### config.mk
export PLATFORM = sky130hd
export DESIGN_NAME = game_2048_input_ctrl
export DESIGN_NICKNAME = d
export VERILOG_FILES = /design/src/rtl/game_2048_pkg.sv /design/src/rtl/button_debouncer.sv /design/src/rtl/game_2048_input_ctrl.sv
export SDC_FILE = /design/constraint.sdc
export NUM_CORES = 1
export LEC_CHECK = 0
export BUFFER_PORTS_ARGS = -buffer_cell sky130_fd_sc_hd__buf_2
export CAP_MARGIN = 30
export CORE_UTILIZATION = 62
export DETAILED_ROUTE_END_ITERATION = 10
export PLACE_DENSITY_LB_ADDON = 0.05
export SLEW_MARGIN = 30
export SYNTH_ARGS = -nofsm -noshare
export SYNTH_HDL_FRONTEND = slang
export SYNTH_SLANG_ARGS = --single-unit
### constraint.sdc
create_clock -name clk -period 2.81 [get_ports clk]
set_clock_uncertainty 0.05 [all_clocks]
set_input_delay 0.4215 -clock clk [delete_from_list [all_inputs] [get_ports clk]]
set_output_delay 0.4215 -clock clk [all_outputs]
set_load 0.005 [all_outputs]
### src/rtl/game_2048_pkg.sv
// Shared 2048 definitions: move direction codes, input-controller button indices,
// FSM state encoding and the pending-command priority helpers.
package game_2048_pkg;

  localparam logic [1:0] DIR_UP    = 2'd0;
  localparam logic [1:0] DIR_LEFT  = 2'd1;
  localparam logic [1:0] DIR_DOWN  = 2'd2;
  localparam logic [1:0] DIR_RIGHT = 2'd3;

  // Move-button indices equal their direction code, so a grant index is the direction.
  localparam int BTN_UP    = 0;
  localparam int BTN_LEFT  = 1;
  localparam int BTN_DOWN  = 2;
  localparam int BTN_RIGHT = 3;
  localparam int BTN_CHEAT = 4;
  localparam int NUM_BTN   = 5;

  typedef enum logic [1:0] {
    IN_IDLE  = 2'd0,
    IN_ISSUE = 2'd1,
    IN_GAP   = 2'd2
  } in_state_e;

  // One-hot grant: cheat first, then the lowest move index.
  function automatic logic [NUM_BTN-1:0] pick_pending(input logic [NUM_BTN-1:0] pend);
    logic [NUM_BTN-1:0] grant;
    grant = '0;
    if (pend[BTN_CHEAT]) begin
      grant[BTN_CHEAT] = 1'b1;
    end else begin
      for (int i = BTN_RIGHT; i >= BTN_UP; i--) begin
        if (pend[i]) begin
          grant    = '0;
          grant[i] = 1'b1;
        end
      end
    end
    return grant;
  endfunction

  function automatic logic [1:0] grant_dir(input logic [NUM_BTN-1:0] grant);
    logic [1:0] dir;
    dir = DIR_UP;
    for (int i = 0; i < NUM_BTN; i++) begin
      if (grant[i] && (i != BTN_CHEAT)) dir = 2'(i);
    end
    return dir;
  endfunction

endpackage

### src/rtl/button_debouncer.sv
// One raw push-button: 2-FF synchronizer, stability-counter debounce and a registered
// rising-edge pulse that stays masked until the button is seen released after reset.
module button_debouncer #(
  parameter int DEBOUNCE_CYCLES = 1000000
) (
  input  logic clk,
  input  logic reset_n,
  input  logic raw,
  output logic level,
  output logic rise
);

  localparam int CW = $clog2(DEBOUNCE_CYCLES);

  logic          sync1_q, sync2_q;
  logic [CW-1:0] cnt_q, cnt_d;
  logic          level_q, level_d;
  logic          prev_q;
  logic [1:0]    fill_q;
  logic          armed_q;
  logic          rise_q;

  always_comb begin
    cnt_d   = '0;
    level_d = level_q;
    if (sync2_q != level_q) begin
      if (cnt_q == CW'(DEBOUNCE_CYCLES - 1)) level_d = sync2_q;
      else                                   cnt_d   = cnt_q + CW'(1);
    end
  end

  always_ff @(posedge clk or negedge reset_n) begin
    if (!reset_n) begin
      sync1_q <= 1'b0;
      sync2_q <= 1'b0;
      cnt_q   <= '0;
      level_q <= 1'b0;
      prev_q  <= 1'b0;
      fill_q  <= 2'b00;
      armed_q <= 1'b0;
      rise_q  <= 1'b0;
    end else begin
      sync1_q <= raw;
      sync2_q <= sync1_q;
      cnt_q   <= cnt_d;
      level_q <= level_d;
      prev_q  <= level_q;
      // sync2 only reflects the pin once the pipeline has refilled after reset
      fill_q  <= {fill_q[0], 1'b1};
      armed_q <= armed_q | (fill_q[1] & ~sync2_q);
      rise_q  <= level_q & ~prev_q & armed_q;
    end
  end

  assign level = level_q;
  assign rise  = rise_q;

endmodule

### src/rtl/game_2048_input_ctrl.sv
// Button front end for game_2048_core: five debouncers, one pending bit per button and a
// priority-served IDLE/ISSUE/GAP FSM that emits spaced single-cycle commands.
module game_2048_input_ctrl
  import game_2048_pkg::*;
#(
  parameter int DEBOUNCE_CYCLES = 1000000,
  parameter int GAP_CYCLES      = 4
) (
  input  logic               clk,
  input  logic               reset_n,
  input  logic               btn_up,
  input  logic               btn_left,
  input  logic               btn_down,
  input  logic               btn_right,
  input  logic               btn_cheat,
  output logic               move_valid,
  output logic [1:0]         move_dir,
  output logic               cheat_valid,
  output logic [1:0]         dbg_state,
  output logic [NUM_BTN-1:0] dbg_level
);

  localparam int GW = (GAP_CYCLES > 2) ? $clog2(GAP_CYCLES) : 1;

  logic [NUM_BTN-1:0] raw_btn, level_w, rise_w;
  logic [NUM_BTN-1:0] pend_q, pend_d, pend_clr, grant;
  in_state_e          state_q, state_d;
  logic [GW-1:0]      gap_q, gap_d;
  logic               cmd_cheat_q, cmd_cheat_d;
  logic [1:0]         cmd_dir_q, cmd_dir_d;

  assign raw_btn = {btn_cheat, btn_right, btn_down, btn_left, btn_up};

  for (genvar g = 0; g < NUM_BTN; g++) begin : g_btn
    button_debouncer #(
      .DEBOUNCE_CYCLES(DEBOUNCE_CYCLES)
    ) u_debouncer (
      .clk    (clk),
      .reset_n(reset_n),
      .raw    (raw_btn[g]),
      .level  (level_w[g]),
      .rise   (rise_w[g])
    );
  end

  assign grant = pick_pending(pend_q);

  // A rise landing on the cycle its own bit is served re-queues it as a fresh press.
  assign pend_d = (pend_q & ~pend_clr) | rise_w;

  always_ff @(posedge clk or negedge reset_n) begin
    if (!reset_n) begin
      state_q     <= IN_IDLE;
      gap_q       <= '0;
      pend_q      <= '0;
      cmd_cheat_q <= 1'b0;
      cmd_dir_q   <= DIR_UP;
    end else begin
      state_q     <= state_d;
      gap_q       <= gap_d;
      pend_q      <= pend_d;
      cmd_cheat_q <= cmd_cheat_d;
      cmd_dir_q   <= cmd_dir_d;
    end
  end

  always_comb begin
    state_d     = state_q;
    gap_d       = gap_q;
    cmd_cheat_d = cmd_cheat_q;
    cmd_dir_d   = cmd_dir_q;
    pend_clr    = '0;
    unique case (state_q)
      IN_IDLE: begin
        if (|pend_q) begin
          pend_clr    = grant;
          cmd_cheat_d = grant[BTN_CHEAT];
          cmd_dir_d   = grant_dir(grant);
          state_d     = IN_ISSUE;
        end
      end
      IN_ISSUE: begin
        gap_d   = GW'(GAP_CYCLES - 1);
        state_d = IN_GAP;
      end
      IN_GAP: begin
        if (gap_q == '0) state_d = IN_IDLE;
        else             gap_d   = gap_q - GW'(1);
      end
      default: state_d = IN_IDLE;
    endcase
  end

  always_comb begin
    move_valid  = 1'b0;
    cheat_valid = 1'b0;
    move_dir    = DIR_UP;
    if (state_q == IN_ISSUE) begin
      if (cmd_cheat_q) begin
        cheat_valid = 1'b1;
      end else begin
        move_valid = 1'b1;
        move_dir   = cmd_dir_q;
      end
    end
  end

  assign dbg_state = state_q;
  assign dbg_level = level_w;

endmodule

==> run_results.csv <==
group,metric,value,unit
pwr,power_leakage,3.12,nW
final_layout,antennaDiodeCount,0,
route,via_per_inst,5.70,
worst_hold_path,hold_class,"reg -> reg",
global_route,grt_pass1_wl,21200,um
synthesis,synth_edf_count,0,
final_layout,areaGrowthSynthToFinish,14.3,%
setup_path,path_max_fanout,6,
timing,fmax,0.442,GHz
route,first_pass_iters,5,
synthesis,synthArstFlopShare,100,%
final_layout,nFillCells,744,
route,vias,4717,
setup_path,cp.arrival,2.61,ns
synthesis,yosys_warnings,0,
floorplan,fp-row-count,37,
global_route,grt_max_degree,66,
floorplan,die_area,0.0110,sq mm
final_layout,fin_area,0.00752,sq mm
route,ant_nets,0,
cts,htreeDepth,4,
synthesis,synthCells,646,
floorplan,start_util,63.8,%
timing,worst_slew_pin_slew,0.753,ns
status,status,"complete, no violations",
global_route,track_usage,24.3,%
cts,insertion_delay,0.51,ns
global_route,gr-total-overflow,0,
synthesis,synth_seq_cells,144,
timing,rsz0062_at_grt,"no",
setup_path,crit_type,"reg -> reg",
synthesis,netlist_area,0.00658,sq mm
cts,cts.sinks,144,
floorplan,io_pins,18,
cts,path_clk_slew,0.06,ns
setup_path,worst_setup_path_start_kind,"flop",
final_layout,final_nets,692,
placed_design,portBuffers,17,
route,wl_per_cell,14.6,um
timing,period_needed,2.26,ns
placed_design,dp_hpwl,7660,um
timing,setup_tns,0,ns
setup_path,crit_required,3.16,ns
synthesis,synth_top_flop_cell,"dfrtp_1",
floorplan,die_h,105,um
cts,cts_tree,"done",
cts,cts-buffers-inserted,17,
timing,timing.final.crit_share,80.4,%
timing,max_slew_margin,49.4,%
floorplan,core,0.0103,sq mm
global_route,grt_pass1_vias,4741,
synthesis,yosysSeqAreaShare,54.7,%
route,drt_iter0_drc,239,
pwr,ir_drop,0.519,mV
global_route,grt_antenna_before_repair,0,
floorplan,die_x,105,um
placed_design,place_area,0.00682,sq mm
synthesis,synthesis.nets,659,
cts,clock_path_buffers,2,
synthesis,syn_area_per_cell,10.2,sq um
timing,hold_viol,0,
route,drt_wl_total,12100,um
cts,cts_root_buf,"clkbuf_8",
timing,final_max_slew_viol_count,0,
synthesis,synth.distinct_cells,42,
run,maxCapViolations,0,
setup_path,end_kind,"flop",
placed_design,gp_congestion,0.840,
timing,setup_viol_count_final,0,
route,drt_drc_violations_left,0,
final_layout,drive_gt1_share,10.7,%
pwr,powerDensity,618,mW/mm^2
critical path, stage by stage, from the launching register on:
cell	delay, ns
dfrtp_1	0.43
or4_1	0.54
or4_4	0.51
nor2_1	0.24
mux2_2	0.37
cells in the final DEF (no fill, tap or decap), drive strengths merged, types with 2 or more instances in the layout:
| cell | Yosys | routed |
|---|---|---|
| clkinvlp | 0 | 3 |
| a31o | 3 | 3 |
| bufinv | 0 | 5 |
| dfrtp | 144 | 144 |
| nand2b | 2 | 2 |
| mux2 | 7 | 7 |
| xnor2 | 64 | 64 |
| nor4 | 25 | 25 |
| clkinv | 0 | 2 |
| o21ai | 22 | 22 |
| mux2i | 7 | 7 |
| xor2 | 12 | 12 |
| buf | 8 | 24 |
| inv | 33 | 33 |
| and2 | 5 | 5 |
| nand3 | 28 | 28 |
| and3 | 8 | 8 |
| nand2 | 37 | 37 |
| nor2 | 112 | 112 |
| dlygate4sd3 | 0 | 6 |
| or4 | 8 | 8 |
| a21o | 7 | 7 |
| nand4b | 6 | 6 |
| a21oi | 14 | 14 |
| or3 | 3 | 3 |
| nand3b | 4 | 4 |
| or4b | 2 | 2 |
| nand4 | 25 | 25 |
| nor3 | 32 | 32 |
| ha | 6 | 6 |
| o31ai | 2 | 2 |
| clkbuf | 8 | 21 |
| o22a | 2 | 2 |
area by class of cell:
type / instances / area (sq um) / area share, %
multi-input cells: 453 / 2770 / 36.8
clock inverters: 10 / 183 / 2.43
well taps: 136 / 170 / 2.26
inverters: 33 / 124 / 1.65
clock buffers: 21 / 459 / 6.10
repair buffers: 30 / 216 / 2.88
flip-flops and latches: 144 / 3600 / 47.9
sequential cells by signal, summed over array words and instances (netlist names), 5 cells and up:
name / count
g_btn.u_debouncer.cnt_q: 100
g_btn.u_debouncer.level: 5
g_btn.u_debouncer.armed_q: 5
g_btn.u_debouncer.sync2_q: 5
g_btn.u_debouncer.rise: 5
pend_q: 5
g_btn.u_debouncer.sync1_q: 5
g_btn.u_debouncer.prev_q: 5
what timing repair did:
action	in CTS	in global routing
hold buffers	6	0
setup buffers	0	0
gates resized for setup	0	0
endpoints found under the hold margin	64	0
cell usage after synthesis (all sizes together), types with 12 or more instances:
master	instances	share of area, %
dfrtp	144	55
nor2	112	6.4
xnor2	64	8.5
nand2	37	2.1
inv	33	1.9
nor3	32	2.4
nand3	28	2.1
nand4	25	2.4
nor4	25	2.4
o21ai	22	2.2
a21oi	14	1.1
xor2	12	1.6
kinds of logic after synthesis:
| family | Yosys count | synth area share (%) |
|---|---|---|
| AO/OA/AOI/OAI | 54 | 5.44 |
| XOR/XNOR | 76 | 10.1 |
| adder cells (fa/ha/maj) | 6 | 1.14 |
| buffers and inverters | 49 | 3.36 |
| flip-flops | 144 | 54.7 |
| multiplexers | 14 | 2.26 |
| other | 1 | 0.0570 |
| AND/OR/NAND/NOR | 302 | 22.9 |
final timing paths:
| check | to | slack [ns] | cells after the start | startpoint |
|---|---|---|---|---|
| max in group asynchronous | g_btn[2].u_debouncer.cnt_q[10]$_DFF_PN0_ | 1.58 | 3 | reset_n |
| max | g_btn[3].u_debouncer.level$_DFFE_PN0P_ | 0.55 | 4 | g_btn[3].u_debouncer.cnt_q[12]$_DFF_PN0_ |
| min in group asynchronous | g_btn[0].u_debouncer.cnt_q[11]$_DFF_PN0_ | 0.39 | 2 | reset_n |
| max reg2reg | g_btn[3].u_debouncer.level$_DFFE_PN0P_ | 0.55 | 4 | g_btn[3].u_debouncer.cnt_q[12]$_DFF_PN0_ |
| min reg2reg | g_btn[4].u_debouncer.sync2_q$_DFF_PN0_ | 0.30 | 0 | g_btn[4].u_debouncer.sync1_q$_DFF_PN0_ |
| min | g_btn[4].u_debouncer.sync2_q$_DFF_PN0_ | 0.30 | 0 | g_btn[4].u_debouncer.sync1_q$_DFF_PN0_ |
power by group:
| part | internal [W] | switching [W] | leakage, nW |
|---|---|---|---|
| logic | 0.0000371 | 0.0000819 | 0.871 |
| clock network | 0.00159 | 0.000815 | 0.306 |
| registers | 0.00210 | 0.0000228 | 1.95 |
per-layer routing:
metal,wire length (um),vias to the layer above,track usage (%)
met4,174,0,8.45
met1,5530,2316,31.3
met3,420,18,6.86
met2,5950,92,39.7
met5,0,-,0
li1,-,2291,-
through the flow:
step           worst slack, ns  power [W]  hold WS (ns)  utilization, %  std cells
3_3_place_gp             0.624    0.00227         0.283            66.1        790
6_report                 0.550    0.00465         0.301            72.9        827
3_5_place_dp             0.583    0.00228         0.291            66.1        790
5_1_grt                  0.439    0.00481         0.311            72.9        827
4_1_cts                  0.560    0.00470         0.305            72.9        827
2_1_floorplan            0.682    0.00221        0.0759               -        646
(Power assumes the default switching activity.)
